<file path="config.mk">
export PLATFORM = sky130hd
export DESIGN_NAME = inst_fetch_cache
export DESIGN_NICKNAME = d
export VERILOG_FILES = /design/src/rtl/inst_fetch_cache.sv
export SDC_FILE = /design/constraint.sdc
export NUM_CORES = 2
export LEC_CHECK = 0
export ABC_CLOCK_PERIOD_IN_PS = 6300
export CORE_ASPECT_RATIO = 1.4
export CORE_MARGIN = 5
export CORE_UTILIZATION = 30
export CTS_BUF_LIST = sky130_fd_sc_hd__clkbuf_8 sky130_fd_sc_hd__clkbuf_16
export CTS_CLUSTER_SIZE = 28
export DETAILED_ROUTE_END_ITERATION = 6
export PLACE_DENSITY_LB_ADDON = 0.1
export SLEW_MARGIN = 5
export SYNTH_ARGS = -nofsm -noshare
export SYNTH_HDL_FRONTEND = slang
export SYNTH_SLANG_ARGS = --single-unit
</file>
<file path="constraint.sdc">
create_clock -name clk -period 6.3 [get_ports clk]
set_input_delay 1.575 -clock clk [delete_from_list [all_inputs] [get_ports clk]]
set_output_delay 1.575 -clock clk [all_outputs]
set_load 0.03 [all_outputs]
</file>
<file path="src/rtl/inst_fetch_cache.sv">
// Direct-mapped instruction cache for the CPU fetch port with a single-outstanding
// refill engine; drives a NOP (zero) whenever the fetched word is not yet available.
module inst_fetch_cache #(
    parameter int LINES      = 16,
    parameter int LINE_WORDS = 4
) (
    input  logic        clk,
    input  logic        reset,
    input  logic [31:0] pc,
    output logic [31:0] inst,
    output logic        instReady,
    output logic        memReq,
    output logic [31:0] memAddr,
    input  logic [31:0] memData,
    input  logic        memReady,
    output logic [31:0] missCount
);
    localparam int OFF = $clog2(LINE_WORDS);
    localparam int IDX = $clog2(LINES);
    localparam int TAG = 30 - OFF - IDX;
    localparam int LA  = 30 - OFF;

    typedef enum logic {IDLE, REFILL} stateT;

    stateT            stateReg, stateNext;
    logic [OFF-1:0]   cntReg, cntNext;
    logic [LA-1:0]    lineReg, lineNext;
    logic [31:0]      missReg, missNext;
    logic [LINES-1:0] validReg, validNext;
    logic             dataWe, tagWe;

    logic [31:0]      dataArr [LINES*LINE_WORDS];
    logic [TAG-1:0]   tagArr  [LINES];

    logic [OFF-1:0]   pcOff;
    logic [IDX-1:0]   pcIdx;
    logic [TAG-1:0]   pcTag;
    logic [IDX-1:0]   lineIdx;
    logic [TAG-1:0]   lineTag;
    logic             hit;
    logic             lastWord;
    logic             unusedPcBits;

    assign pcOff        = pc[2 +: OFF];
    assign pcIdx        = pc[2+OFF +: IDX];
    assign pcTag        = pc[31 -: TAG];
    assign unusedPcBits = ^pc[1:0];
    // lineReg holds the line address (pc[31:2+OFF]); its low bits are the index.
    assign lineIdx      = lineReg[IDX-1:0];
    assign lineTag      = lineReg[LA-1:IDX];
    assign lastWord     = (cntReg == OFF'(LINE_WORDS - 1));

    assign hit       = (stateReg == IDLE) && validReg[pcIdx] && (tagArr[pcIdx] == pcTag);
    assign instReady = hit;
    assign inst      = hit ? dataArr[{pcIdx, pcOff}] : 32'h0;
    assign memReq    = (stateReg == REFILL);
    assign memAddr   = memReq ? {lineReg, cntReg, 2'b00} : 32'h0;
    assign missCount = missReg;

    always_comb begin
        stateNext = stateReg;
        cntNext   = cntReg;
        lineNext  = lineReg;
        missNext  = missReg;
        validNext = validReg;
        dataWe    = 1'b0;
        tagWe     = 1'b0;
        case (stateReg)
            IDLE: begin
                if (!hit) begin
                    // Invalidate up front so an interrupted refill never leaves a stale hit.
                    lineNext         = pc[31:2+OFF];
                    cntNext          = '0;
                    missNext         = missReg + 32'd1;
                    validNext[pcIdx] = 1'b0;
                    stateNext        = REFILL;
                end
            end
            REFILL: begin
                if (memReady) begin
                    dataWe = 1'b1;
                    if (lastWord) begin
                        tagWe              = 1'b1;
                        validNext[lineIdx] = 1'b1;
                        stateNext          = IDLE;
                    end else begin
                        cntNext = cntReg + OFF'(1);
                    end
                end
            end
            default: stateNext = IDLE;
        endcase
    end

    always_ff @(posedge clk or posedge reset) begin
        if (reset) begin
            stateReg <= IDLE;
            cntReg   <= '0;
            lineReg  <= '0;
            missReg  <= 32'h0;
        end else begin
            stateReg <= stateNext;
            cntReg   <= cntNext;
            lineReg  <= lineNext;
            missReg  <= missNext;
        end
    end

    genvar gi;
    generate
        for (gi = 0; gi < LINES; gi++) begin : gValid
            always_ff @(posedge clk or posedge reset) begin
                if (reset) validReg[gi] <= 1'b0;
                else       validReg[gi] <= validNext[gi];
            end
        end
    endgenerate

    // Data and tag storage carry no reset; the valid bits alone qualify them.
    always_ff @(posedge clk) begin
        if (dataWe) dataArr[{lineIdx, cntReg}] <= memData;
        if (tagWe)  tagArr[lineIdx]            <= lineTag;
    end

endmodule

</file>
==> results by group <==
Power and ir drop
  – Total Power: 39.2 mW
  – Worst VDD drop: slightly above 0.2 mV
  – Power Density: approximately 330 nW/µm²
  – Pleak: 37.4 nW

Finish
  – Multi-input gate area: about 22000 µm²
  – Final instance area: about 120000 µm²
  – Final nets: 5033
  – Commonest non-fill, non-tap cell in the layout: edfxtp_1
  – FF/Latch Area: between 70000 and 80000 µm²
  – Layout overhead on the synthesized area: 21.4%
  – Most frequent cells in the layout: edfxtp_1, mux4_2, buf_4
  – Fillers: 29.5k
  – Share of layout cells above drive strength 1: 0.345

Logic synthesis
  – Sequential fraction of the synthesis area: 0.776
  – Post-synth EDFFs: approximately 2.4k
  – Syn_area_per_cell: 22.7 µm²
  – Asr flop ratio synth: 0.0315
  – Ys flop type: edfxtp_1
  – Area contributors post-synth: edfxtp_1, mux4_2, dfrtp_1, mux2i_1, o22ai_1
  – Cells after Synth: 4262
  – FF+latch count, synth: 2511
  – Synth cell types: 67
  – Yosys top cell by area: edfxtp_1
  – Top cell type's share of synthesized area: 0.756
  – Ys Warns: 0
  – Post-synthesis cell area: 96600 µm²

Critical path
  – Worst EP arrival: 4.91 ns
  – Startpoint types: input port
  – CP Max Fanout: 6
  – Crit end category: primary output
  – Crit path required time: 4.72 ns
  – Setup CP Type: input port to primary output

Route
  – DR vias: 48.3k
  – Met2 routed WL: 175 mm
  – DRC viols: 0
  – Vias per inst: 5.15
  – Metal3 WL: between 10 and 15 mm
  – First-pass DRT Iterations: 7
  – Met1 WL: 133 mm
  – Max Used Layer: met5
  – DRT iter0 DRCs: around 3.9k
  – Routed Antenna Nets: 0
  – DRT Wirelength: 328 mm
  – Drt wl/cell: 35.0 µm

Worst hold path
  – Min-delay worst type: flip-flop to flip-flop

Timing
  – Fmax: 154 MHz
  – RSZ-0062 raised after global routing: true
  – Setup Skew: 0.0389 ns
  – Number of hold violations in the final report: 0
  – Fin. max-slew vios: 0
  – Slew headroom: 0.134
  – Crit share post-route: 1.03
  – Minimum clock period: about 6.5 ns
  – Min setup slack post-route: -0.182 ns
  – Final-report setup violation count: 24
  – Hold slack: 0.473 ns
  – Slew @ Worst Pin: 1.30 ns

Clock tree
  – Clock buffer depth: 4
  – H-tree Lvls: 5
  – Clock latency on the worst-skew pair: ~0.84 ns
  – Clock-pin transition on the worst setup and hold timing paths: approximately 0.060 ns
  – Root buffer cell: clkbuf_16
  – Total CTS buffers: between 200 and 300
  – Hold_buf cts: 0
  – CTS tree: done
  – Number of clock sinks: 2511

Floorplanning
  – Chip Height: 681 µm
  – Starting density of the core: 0.301
  – Rows: 246
  – Total core area: 321000 µm²
  – Die Wd: 490 µm
  – # IOs: 165
  – Die area: 334000 µm²

Global route
  – Tot GR Track Use: 0.194
  – Number of global-route vias before repair: slightly above 50k
  – Largest net degree at the start of global routing: 65
  – Initial antenna violation count: 25
  – First-pass GRT wire length: 446 mm
  – Grt ovf: 0

Placement
  – Placed Area: 108000 µm²
  – IO buf count: 160
  – DP HPWL: 199 mm
  – Routability cong.: 0.758

Outcome
  – Failing checks: negative setup slack
  – Status: finished, violations left

Run
  – Max_cap viols: 0
## cell families (layout without fill, tap and decap cells)
kind of cell,Yosys count,after routing,synth area share
adder cells (fa/ha/maj),2,2,0.000259
AND/OR/NAND/NOR,380,380,0.0186
flip-flops,2511,2511,0.776
multiplexers,798,798,0.168
other,1,7,0.0000388
XOR/XNOR,60,60,0.00544
AO/OA/AOI/OAI,261,261,0.0195
buffers and inverters,249,1143,0.0119
## registers in the layout, summed over array words and instances, names as in the netlist
signal     count
lineReg       28
tagArr       384
missCount     32
validReg      16
cntReg         2
memReq         1
dataArr     2048
## through the flow
| step | std cells | TNS (ns) | utilization | worst slack, ns |
|---|---|---|---|---|
| floorplan | 4263 | -0.696 | - | -0.0979 |
| global placement | 8883 | -21.64 | 0.336 | -0.907 |
| detailed placement | 8883 | -21.60 | 0.336 | -0.836 |
| CTS | 9356 | -6.15 | 0.364 | -0.291 |
| global route | 9374 | -5.13 | 0.366 | -0.283 |
| finish | 9378 | -2.46 | 0.366 | -0.182 |
## synth_stat cells (31+ instances only)
| cell | number |
|---|---|
| dfrtp_1 | 79 |
| clkbuf_1 | 102 |
| nor2_1 | 135 |
| mux2i_1 | 92 |
| xnor2_1 | 31 |
| o22ai_1 | 94 |
| buf_2 | 85 |
| edfxtp_1 | 2432 |
| mux4_2 | 653 |
| nand2_1 | 91 |
| mux2_2 | 33 |
| and2_1 | 40 |
## layer usage
| layer | global-route usage | up-vias |
|---|---|---|
| li1 | - | 19500 |
| met1 | 0.246 | 27200 |
| met2 | 0.356 | 1195 |
| met3 | 0.0267 | 364 |
| met4 | 0.0380 | 10 |
| met5 | 0 | - |
## power by group
part / internal (mW) / switching (mW) / leakage, nW
clock network: 8.96 / 6.56 / 4.34
logic: 1.36 / 2.41 / 10.2
registers: 19.3 / 0.564 / 22.9
## worst max-delay path, cell delays in order
cell and delay [ns]:
buf_16 0.13, buf_8 0.12, buf_12 0.12, buf_12 0.11, mux4_2 0.52, mux2i_4 0.18, xor2_1 0.20, a32oi_2 0.17
or3_4 0.43, or3_4 0.45, buf_12 0.18, a2111oi_4 0.34, buf_4 0.20, buf_12 0.12
## worst paths after layout
check / start / to / slack, ns / cells past startpoint
max reg2reg: memReq$_DFF_PP0_ / dataArr[3][7]$_DFFE_PP_ / 2.68 / 5
max: pc[4] / inst[29] / -0.18 / 14
min reg2reg: missCount[31]$_DFFE_PP0P_ / missCount[31]$_DFFE_PP0P_ / 0.47 / 1
min in group asynchronous: reset / lineReg[23]$_DFFE_PP0P_ / 1.26 / 2
min: missCount[31]$_DFFE_PP0P_ / missCount[31]$_DFFE_PP0P_ / 0.47 / 1
max in group asynchronous: reset / validReg[11]$_DFFE_PP0P_ / 4.06 / 3
## repair_timing
action | 4_1_cts | 5_1_grt
setup endpoints to repair | 33 | 33
gates resized for setup | 65 | 65
pin swaps | 12 | 25
endpoints found under the hold margin | 0 | 0
gates cloned | 3 | 2
setup buffers | 8 | 18
## area by class of cell
class                   instances  area share
inverters                      21    0.000821
clock inverters               176      0.0117
diodes                          5    0.000107
multi-input cells            1503       0.184
repair buffers                660      0.0588
flip-flops and latches       2511       0.639
well taps                    4216      0.0450
clock buffers                 286      0.0604
(Power assumes the default switching activity.)
